### src/rtl/feather_pkg.sv
// Shared types for the feather fetch path: instruction word and FIFO entry payload.
package feather_pkg;

  localparam int unsigned ADDR_W  = 8;
  localparam int unsigned INSTR_W = 32;

  typedef logic [INSTR_W-1:0] instr_t;

  typedef struct packed {
    instr_t            instr;
    logic [ADDR_W-1:0] pc;
  } fetch_entry_t;

endpackage

### src/rtl/fetch_fifo.sv
// Prefetch FIFO of {instr, pc} entries; flush wins over push and pop.
module fetch_fifo
  import feather_pkg::*;
#(
  parameter int unsigned DEPTH = 2
) (
  input  logic                   clk,
  input  logic                   reset_ni,
  input  logic                   push,
  input  logic                   pop,
  input  logic                   flush,
  input  fetch_entry_t           wdata,
  output fetch_entry_t           head,
  output logic [$clog2(DEPTH):0] count
);

  localparam int unsigned PW = $clog2(DEPTH);
  localparam int unsigned CW = PW + 1;

  logic [PW-1:0] wr_ptr;
  logic [PW-1:0] rd_ptr;
  logic          do_push;
  logic          do_pop;
  fetch_entry_t  mem [DEPTH];

  assign do_push = push & ~flush;
  assign do_pop  = pop & ~flush & (count != '0);
  assign head    = mem[rd_ptr];

  // Pointers wrap naturally because DEPTH is a power of two.
  always_ff @(posedge clk) begin
    if (!reset_ni) begin
      wr_ptr <= '0;
      rd_ptr <= '0;
      count  <= '0;
    end else if (flush) begin
      wr_ptr <= '0;
      rd_ptr <= '0;
      count  <= '0;
    end else begin
      if (do_push) wr_ptr <= wr_ptr + PW'(1);
      if (do_pop)  rd_ptr <= rd_ptr + PW'(1);
      case ({do_push, do_pop})
        2'b10:   count <= count + CW'(1);
        2'b01:   count <= count - CW'(1);
        default: count <= count;
      endcase
    end
  end

  always_ff @(posedge clk) begin
    if (do_push) mem[wr_ptr] <= wdata;
  end

  // The issue rule reserves a slot for every granted request.
  push_into_full: assert property (@(posedge clk) disable iff (!reset_ni)
    !(push && !flush && (count == CW'(DEPTH))));

endmodule

### src/rtl/instruction_fetch.sv
// Fetch stage: owns the fetch PC, issues word reads, buffers responses and
// presents them to the core with their PC and the PC+8 value for r15 reads.
module instruction_fetch
  import feather_pkg::*;
#(
  parameter int unsigned       ADDR_W   = feather_pkg::ADDR_W,
  parameter int unsigned       DEPTH    = 2,
  parameter logic [ADDR_W-1:0] RESET_PC = '0
) (
  input  logic              clk,
  input  logic              reset_ni,
  output logic              mem_req_o,
  output logic [ADDR_W-1:0] mem_addr_o,
  input  logic              mem_gnt_i,
  input  logic [31:0]       mem_rdata_i,
  output logic              instr_valid_o,
  input  logic              instr_ready_i,
  output logic [31:0]       instr_o,
  output logic [ADDR_W-1:0] instr_pc_o,
  output logic [ADDR_W-1:0] instr_pc8_o,
  input  logic              branch_i,
  input  logic [ADDR_W-1:0] branch_target_i
);

  localparam int unsigned CW = $clog2(DEPTH) + 1;

  logic [ADDR_W-1:0] fetch_pc;
  logic [ADDR_W-1:0] inflight_pc;
  logic              inflight;
  logic [CW-1:0]     count;
  logic [CW:0]       occupancy;
  logic              pop;
  logic              push;
  logic              grant;
  fetch_entry_t      wentry;
  fetch_entry_t      head;
  logic              unused_target_lsb;

  assign unused_target_lsb = ^branch_target_i[1:0];

  assign pop = instr_valid_o & instr_ready_i;

  // Slots committed after this cycle; never negative since pop implies count >= 1.
  assign occupancy = (CW+1)'(count) + (CW+1)'(inflight) - (CW+1)'(pop);

  assign mem_req_o  = reset_ni & ~branch_i & (occupancy < (CW+1)'(DEPTH));
  assign mem_addr_o = fetch_pc;
  assign grant      = mem_req_o & mem_gnt_i;
  assign push       = inflight & ~branch_i;

  assign wentry.instr = mem_rdata_i;
  assign wentry.pc    = inflight_pc;

  always_ff @(posedge clk) begin
    if (!reset_ni) begin
      fetch_pc    <= RESET_PC;
      inflight    <= 1'b0;
      inflight_pc <= '0;
    end else if (branch_i) begin
      fetch_pc <= {branch_target_i[ADDR_W-1:2], 2'b00};
      inflight <= 1'b0;
    end else begin
      inflight <= grant;
      if (grant) begin
        inflight_pc <= fetch_pc;
        fetch_pc    <= fetch_pc + ADDR_W'(4);
      end
    end
  end

  fetch_fifo #(
    .DEPTH (DEPTH)
  ) u_fifo (
    .clk      (clk),
    .reset_ni (reset_ni),
    .push     (push),
    .pop      (pop),
    .flush    (branch_i),
    .wdata    (wentry),
    .head     (head),
    .count    (count)
  );

  // Head is masked to zero when empty so stale flushed data never shows.
  assign instr_valid_o = (count != '0);
  assign instr_o       = instr_valid_o ? head.instr : '0;
  assign instr_pc_o    = instr_valid_o ? head.pc : '0;
  assign instr_pc8_o   = instr_pc_o + ADDR_W'(8);

endmodule

### config.mk
export PLATFORM = sky130hd
export DESIGN_NAME = instruction_fetch
export DESIGN_NICKNAME = d
export VERILOG_FILES = /design/src/rtl/feather_pkg.sv /design/src/rtl/fetch_fifo.sv /design/src/rtl/instruction_fetch.sv
export SDC_FILE = /design/constraint.sdc
export NUM_CORES = 1
export LEC_CHECK = 0
export CELL_PAD_IN_SITES_DETAIL_PLACEMENT = 1
export CELL_PAD_IN_SITES_GLOBAL_PLACEMENT = 2
export CORE_ASPECT_RATIO = 2
export CORE_MARGIN = 3
export CORE_UTILIZATION = 29
export DETAILED_ROUTE_END_ITERATION = 10
export GPL_ROUTABILITY_DRIVEN = 0
export PLACE_DENSITY_LB_ADDON = 0.1
export SETUP_SLACK_MARGIN = 0.3
export SYNTH_ARGS = -nofsm -noshare
export SYNTH_HDL_FRONTEND = slang
export SYNTH_SLANG_ARGS = --single-unit
export TNS_END_PERCENT = 30
### constraint.sdc
create_clock -name clk -period 3.23 [get_ports clk]
set_clock_uncertainty 0.2 [all_clocks]
set_input_delay 0.646 -clock clk [delete_from_list [all_inputs] [get_ports clk]]
set_output_delay 0.646 -clock clk [all_outputs]
set_load 0.03 [all_outputs]
==> qor.txt, run 1 <==
Primary FF master, synth: edfxtp_1
Kind of critical path: reg -> out
DR vias: 2424
Synth cell types: 40
TritonCTS Sinks: 94
Synth Register Bits: 94
Peak Freq: 0.331 GHz
Dominant cells by area after synthesis: edfxtp_1 60%, mux2i_1 12%, dfxtp_1 9.4%, nor2_1 4.9%, buf_4 1.6%
Power density over cell area: 454 nW/µm²
CP startpoint: u_fifo.count[1]
Syn avg cell area: 14.3 µm²
Fin area: 5470 µm²
Final setup viols: 0
First-pass GRT wire length: 14300 µm
Dpl hpwl: 6250 µm
Final Util: 42.8%
Via/cell ratio: 4.51
Total Power: 0.00248 W
Max-cap violations: 0
Critical path arrival: 2.17 ns
Clk Latency, worst-skew pair: 0.33 ns
Period utilization: 93.5%
RSZ-0062 raised after global routing: yes
Clk pin slew, worst setup/hold paths: 0.06 ns
Clk Tree Root Cell: clkbuf_16
Hold depth: 0
Gr usage total: 13.1%
Peak supply drop: 0.261 mV
Fin worst setup slack: 0.211 ns
Share of the synthesized area in the top cell type: 59.6%
Sequential element share of the synthesized area: 69.0%
Die area: 14700 µm²
Worst-path maximum fanout: 2
Post-synth EDFFs: 76
Setup crit end kind: primary output
Worst hold path type: reg -> reg
Max-slew violations: 0
Status: complete, no violations
Mapped Cells: 268
Leading area contributor after synthesis: edfxtp_1
Initial antenna violation count: 0
Worst Setup EP: mem_req_o
Chip width: 87.2 µm
Hold_buf cts: 0
P&R area growth vs syn: 42.8%
Leakage: 1.87 nW
RR Startpoint: u_fifo.count[1]
Antenna-violating nets left: 0
DR DRC count: 0
Reg2reg setup slack: 0.56 ns
Placed cell areas: 5070 µm²
IO Count: 103
Commonest cells post-synth: 76 x edfxtp_1, 50 x nor2_1, 45 x mux2i_1
Setup TNS: 0 ns
FF-to-FF End: mem_addr_o[4]
CTS Buf Count: 9
TritonCTS clock tree: built
Drt pass-1 iters: 4
Pre-CTS worst setup slack: -0.302 ns
Port Buffers: 94
R2R cell count: 12
Drt total wl: 8960 µm
Final Hold Fails: 0
H-Tree Depth: 3
GRT overflow: 0
Largest net degree at the start of global routing: 39
Fillers: 1318
Startpoint Class: flop
Vias in the first global route: 2660
Clock period minus worst slack: 3.02 ns
Mapped Area: 3830 µm²
# rows: 58
YS warnings: 0
Crit path required time: 2.38 ns
FFs w/ async S/R, synth: 0%
Die height: 168 µm
Antenna fix cells: 0
Starting Density: 30.0%
DRT iter0 DRCs: 70
Most common cell in the netlist: edfxtp_1
Hold path start: inflight_pc[5]
Max clock buf depth: 2
Nets: 432
Share of layout cells above drive strength 1: 15.2%
Area of the core: 12800 µm²
Wire per inst: 16.7 µm
-- metrics by stage --
step | hold WS (ns) | cells
final | 0.259 | 537
after global routing | 0.278 | 537
after CTS | 0.263 | 534
after detailed placement | 0.248 | 514
after global placement | 0.237 | 514
after floorplan | 0.225 | 273
-- cell usage in the layout (no fill, tap or decap), types with 2 or more instances in the layout --
cell type        count
a21oi_1              5
and3_1               2
buf_12               7
buf_4               18
clkbuf_1             3
clkbuf_16            9
clkbuf_8             3
clkdlybuf4s50_1     86
clkinv_2             2
conb_1               6
dfxtp_1             15
dfxtp_4              2
edfxtp_1            76
ha_1                 3
inv_1                3
inv_2                2
mux2i_1             45
nand2_1              9
nand3_1              5
nor2_1              46
nor2_4               4
o31a_1               2
xnor2_1              4
xor2_1               2
-- worst min path at each step --
stage and to:
2_1_floorplan u_fifo.mem[0][2], 3_3_place_gp u_fifo.mem[1][4], 3_5_place_dp u_fifo.mem[0][4], 4_1_cts u_fifo.mem[1][4], 5_1_grt u_fifo.mem[1][4], 6_report u_fifo.mem[1][5]
-- where the power goes --
| group | total, W | internal, W | switching (W) |
|---|---|---|---|
| clock network | 0.000968 | 0.000562 | 0.000406 |
| logic | 0.000177 | 0.0000924 | 0.0000851 |
| registers | 0.00133 | 0.00132 | 0.0000128 |
| total | 0.00248 | 0.00198 | 0.000504 |
-- cells by family after synthesis --
| family | after synthesis | synth area share (%) |
|---|---|---|
| mux | 45 | 11.8 |
| other cells | 1 | 0.0980 |
| fa+ha+maj | 5 | 1.83 |
| simple gates | 75 | 8.70 |
| flops | 94 | 69.0 |
| xor+xnor | 8 | 2.03 |
| buf+inv | 23 | 3.37 |
| compound gates | 17 | 3.17 |
-- cell type report --
type                       count  area [µm²]  area share (%)
sequential                    94        2650            48.5
timing repair buffer         115        1180            21.5
multi-input combinational    156        1150            21.1
clock buffer                  14         264            4.83
tap                          150         188            3.43
inverter                       6        22.5           0.412
clock inverter                 2        10.0           0.183
-- repair_timing --
action                                 in CTS  in global routing
setup endpoints to repair                  27                 38
pin swaps                                   5                  4
gates resized for setup                    15                  9
setup buffers                               4                  3
endpoints found under the hold margin       0                  0
-- per-layer routing --
metal	part of all wire (%)	up-vias	GRT usage [%]
li1	-	1185	-
met1	34	1177	13.5
met2	60	56	24.3
met3	4.8	6	3.56
met4	1.5	0	5.21
met5	0	-	0
-- worst max-delay path: stages (launching register included) --
cell and delay (ns):
dfxtp_2 0.33, nor2_4 0.12, inv_2 0.05, and2_4 0.14
ha_4 0.20, nand2b_4 0.13, fa_2 0.38, xnor2_4 0.16
and3_4 0.21, buf_12 0.11
-- sequential cells by signal (all words and copies together), names as in the netlist, named ones only --
signal and flops:
inflight 1, u_fifo.mem 76, mem_addr_o 6, u_fifo.count 2, inflight_pc 6, u_fifo.rd_ptr 1, u_fifo.wr_ptr 1
Note: power is estimated with default switching activity, not from simulation.
==> run 2: changes to the inputs <==
- MAX_ROUTING_LAYER: unset -> met4
==> qor.txt, run 2 (synthesis gave the netlist of run 1 again) <==
Detailed-routing wirelength on met1: 3090 µm
Reg2reg setup slack: 0.56 ns
Final setup viols: 0
Setup TNS: 0 ns
Met2 wire len: 5290 µm
Worst-path maximum fanout: 2
Final Hold Fails: 0
Most frequent cells in the layout: 86 x clkdlybuf4s50_1, 76 x edfxtp_1, 46 x nor2_1
Startpoint Class: flop
Max-cap violations: 0
Wire length on met3: 446 µm
Critical path arrival: 2.17 ns
Initial antenna violation count: 0
Setup crit end kind: primary output
CTS Buf Count: 9
Hold path start: inflight_pc[5]
# rows: 58
RSZ-0062 raised after global routing: yes
Area of the core: 12800 µm²
Clk pin slew, worst setup/hold paths: 0.06 ns
Starting Density: 30.0%
Wire per inst: 16.7 µm
Gr usage total: 13.5%
Share of layout cells above drive strength 1: 15.2%
Status: complete, no violations
Peak supply drop: 0.261 mV
DR DRC count: 0
P&R area growth vs syn: 42.8%
Crit path required time: 2.38 ns
Period utilization: 93.5%
Kind of critical path: reg -> out
Drt pass-1 iters: 4
Largest net degree at the start of global routing: 39
Port Buffers: 94
Dpl hpwl: 6250 µm
GRT overflow: 0
Max clock buf depth: 2
Drt total wl: 8960 µm
H-Tree Depth: 3
TritonCTS clock tree: built
Peak Freq: 0.331 GHz
Die area: 14700 µm²
Max reg flops: 76
Die height: 168 µm
Fillers: 1318
CP startpoint: u_fifo.count[1]
Antenna fix cells: 0
Power density over cell area: 453 nW/µm²
Leakage: 1.87 nW
DR top layer: met4
IO Count: 103
Min Hold Slack: 0.259 ns
DR vias: 2442
Chip width: 87.2 µm
First-pass GRT wire length: 14400 µm
Largest Register: u_fifo.mem
Max-slew violations: 0
Most common cell after layout, fill and taps aside: clkdlybuf4s50_1
Worst hold path type: reg -> reg
Via/cell ratio: 4.55
Clock period minus worst slack: 3.02 ns
Antenna-violating nets left: 0
DRT iter0 DRCs: 92
Clk Tree Root Cell: clkbuf_16
Vias in the first global route: 2657
Clk Latency, worst-skew pair: 0.33 ns
RR Startpoint: u_fifo.count[1]
Nets: 432
TritonCTS Sinks: 94
[run 2: report_power, final]
group	leakage [nW]	switching, W	total (W)	internal [W]
registers	0.845	0.0000129	0.00133	0.00132
clock network	0.137	0.000404	0.000966	0.000562
logic	0.886	0.0000852	0.000178	0.0000924
[run 2: critical path: stages, from the launching register on]
cell,delay (ns)
dfxtp_2,0.33
nor2_4,0.12
inv_2,0.05
and2_4,0.14
ha_4,0.20
nand2b_4,0.13
fa_2,0.38
xnor2_4,0.16
and3_4,0.21
buf_12,0.11
[run 2: metrics by stage]
step	area (µm²)	setup WS (ns)	power [W]	instances	util (%)
2_1_floorplan	3850	0.147	0.00144	273	-
3_3_place_gp	5070	-0.242	0.00153	514	39.7
3_5_place_dp	5070	-0.302	0.00154	514	39.7
4_1_cts	5410	0.0721	0.00252	534	42.3
5_1_grt	5470	0.0989	0.00259	537	42.8
6_report	5470	0.211	0.00248	537	42.8
[run 2: layout make-up]
class | instances | area, µm² | area share (%)
repair buffers | 115 | 1180 | 21.5
multi-input cells | 156 | 1150 | 21.1
clock inverters | 2 | 10.0 | 0.183
clock buffers | 14 | 264 | 4.83
well taps | 150 | 188 | 3.43
inverters | 6 | 22.5 | 0.412
flip-flops and latches | 94 | 2650 | 48.5
[run 2: what timing repair did]
action,in CTS,in global routing
setup buffers,4,3
pin swaps,5,4
hold buffers,0,0
resized for setup,15,9
endpoints found under the setup margin,27,38
[run 2: worst paths after layout]
check	endpoint	depth (start not counted)
min reg2reg	u_fifo.mem[1][5]	0
max reg2reg	mem_addr_o[4]	12
min	u_fifo.mem[1][5]	0
max	mem_req_o	9
[run 2: metal layers]
metal | vias up | GRT usage, %
met5 | - | -
met4 | 0 | 5.21
met3 | 8 | 3.51
met2 | 58 | 24.3
met1 | 1191 | 13.6
li1 | 1185 | -
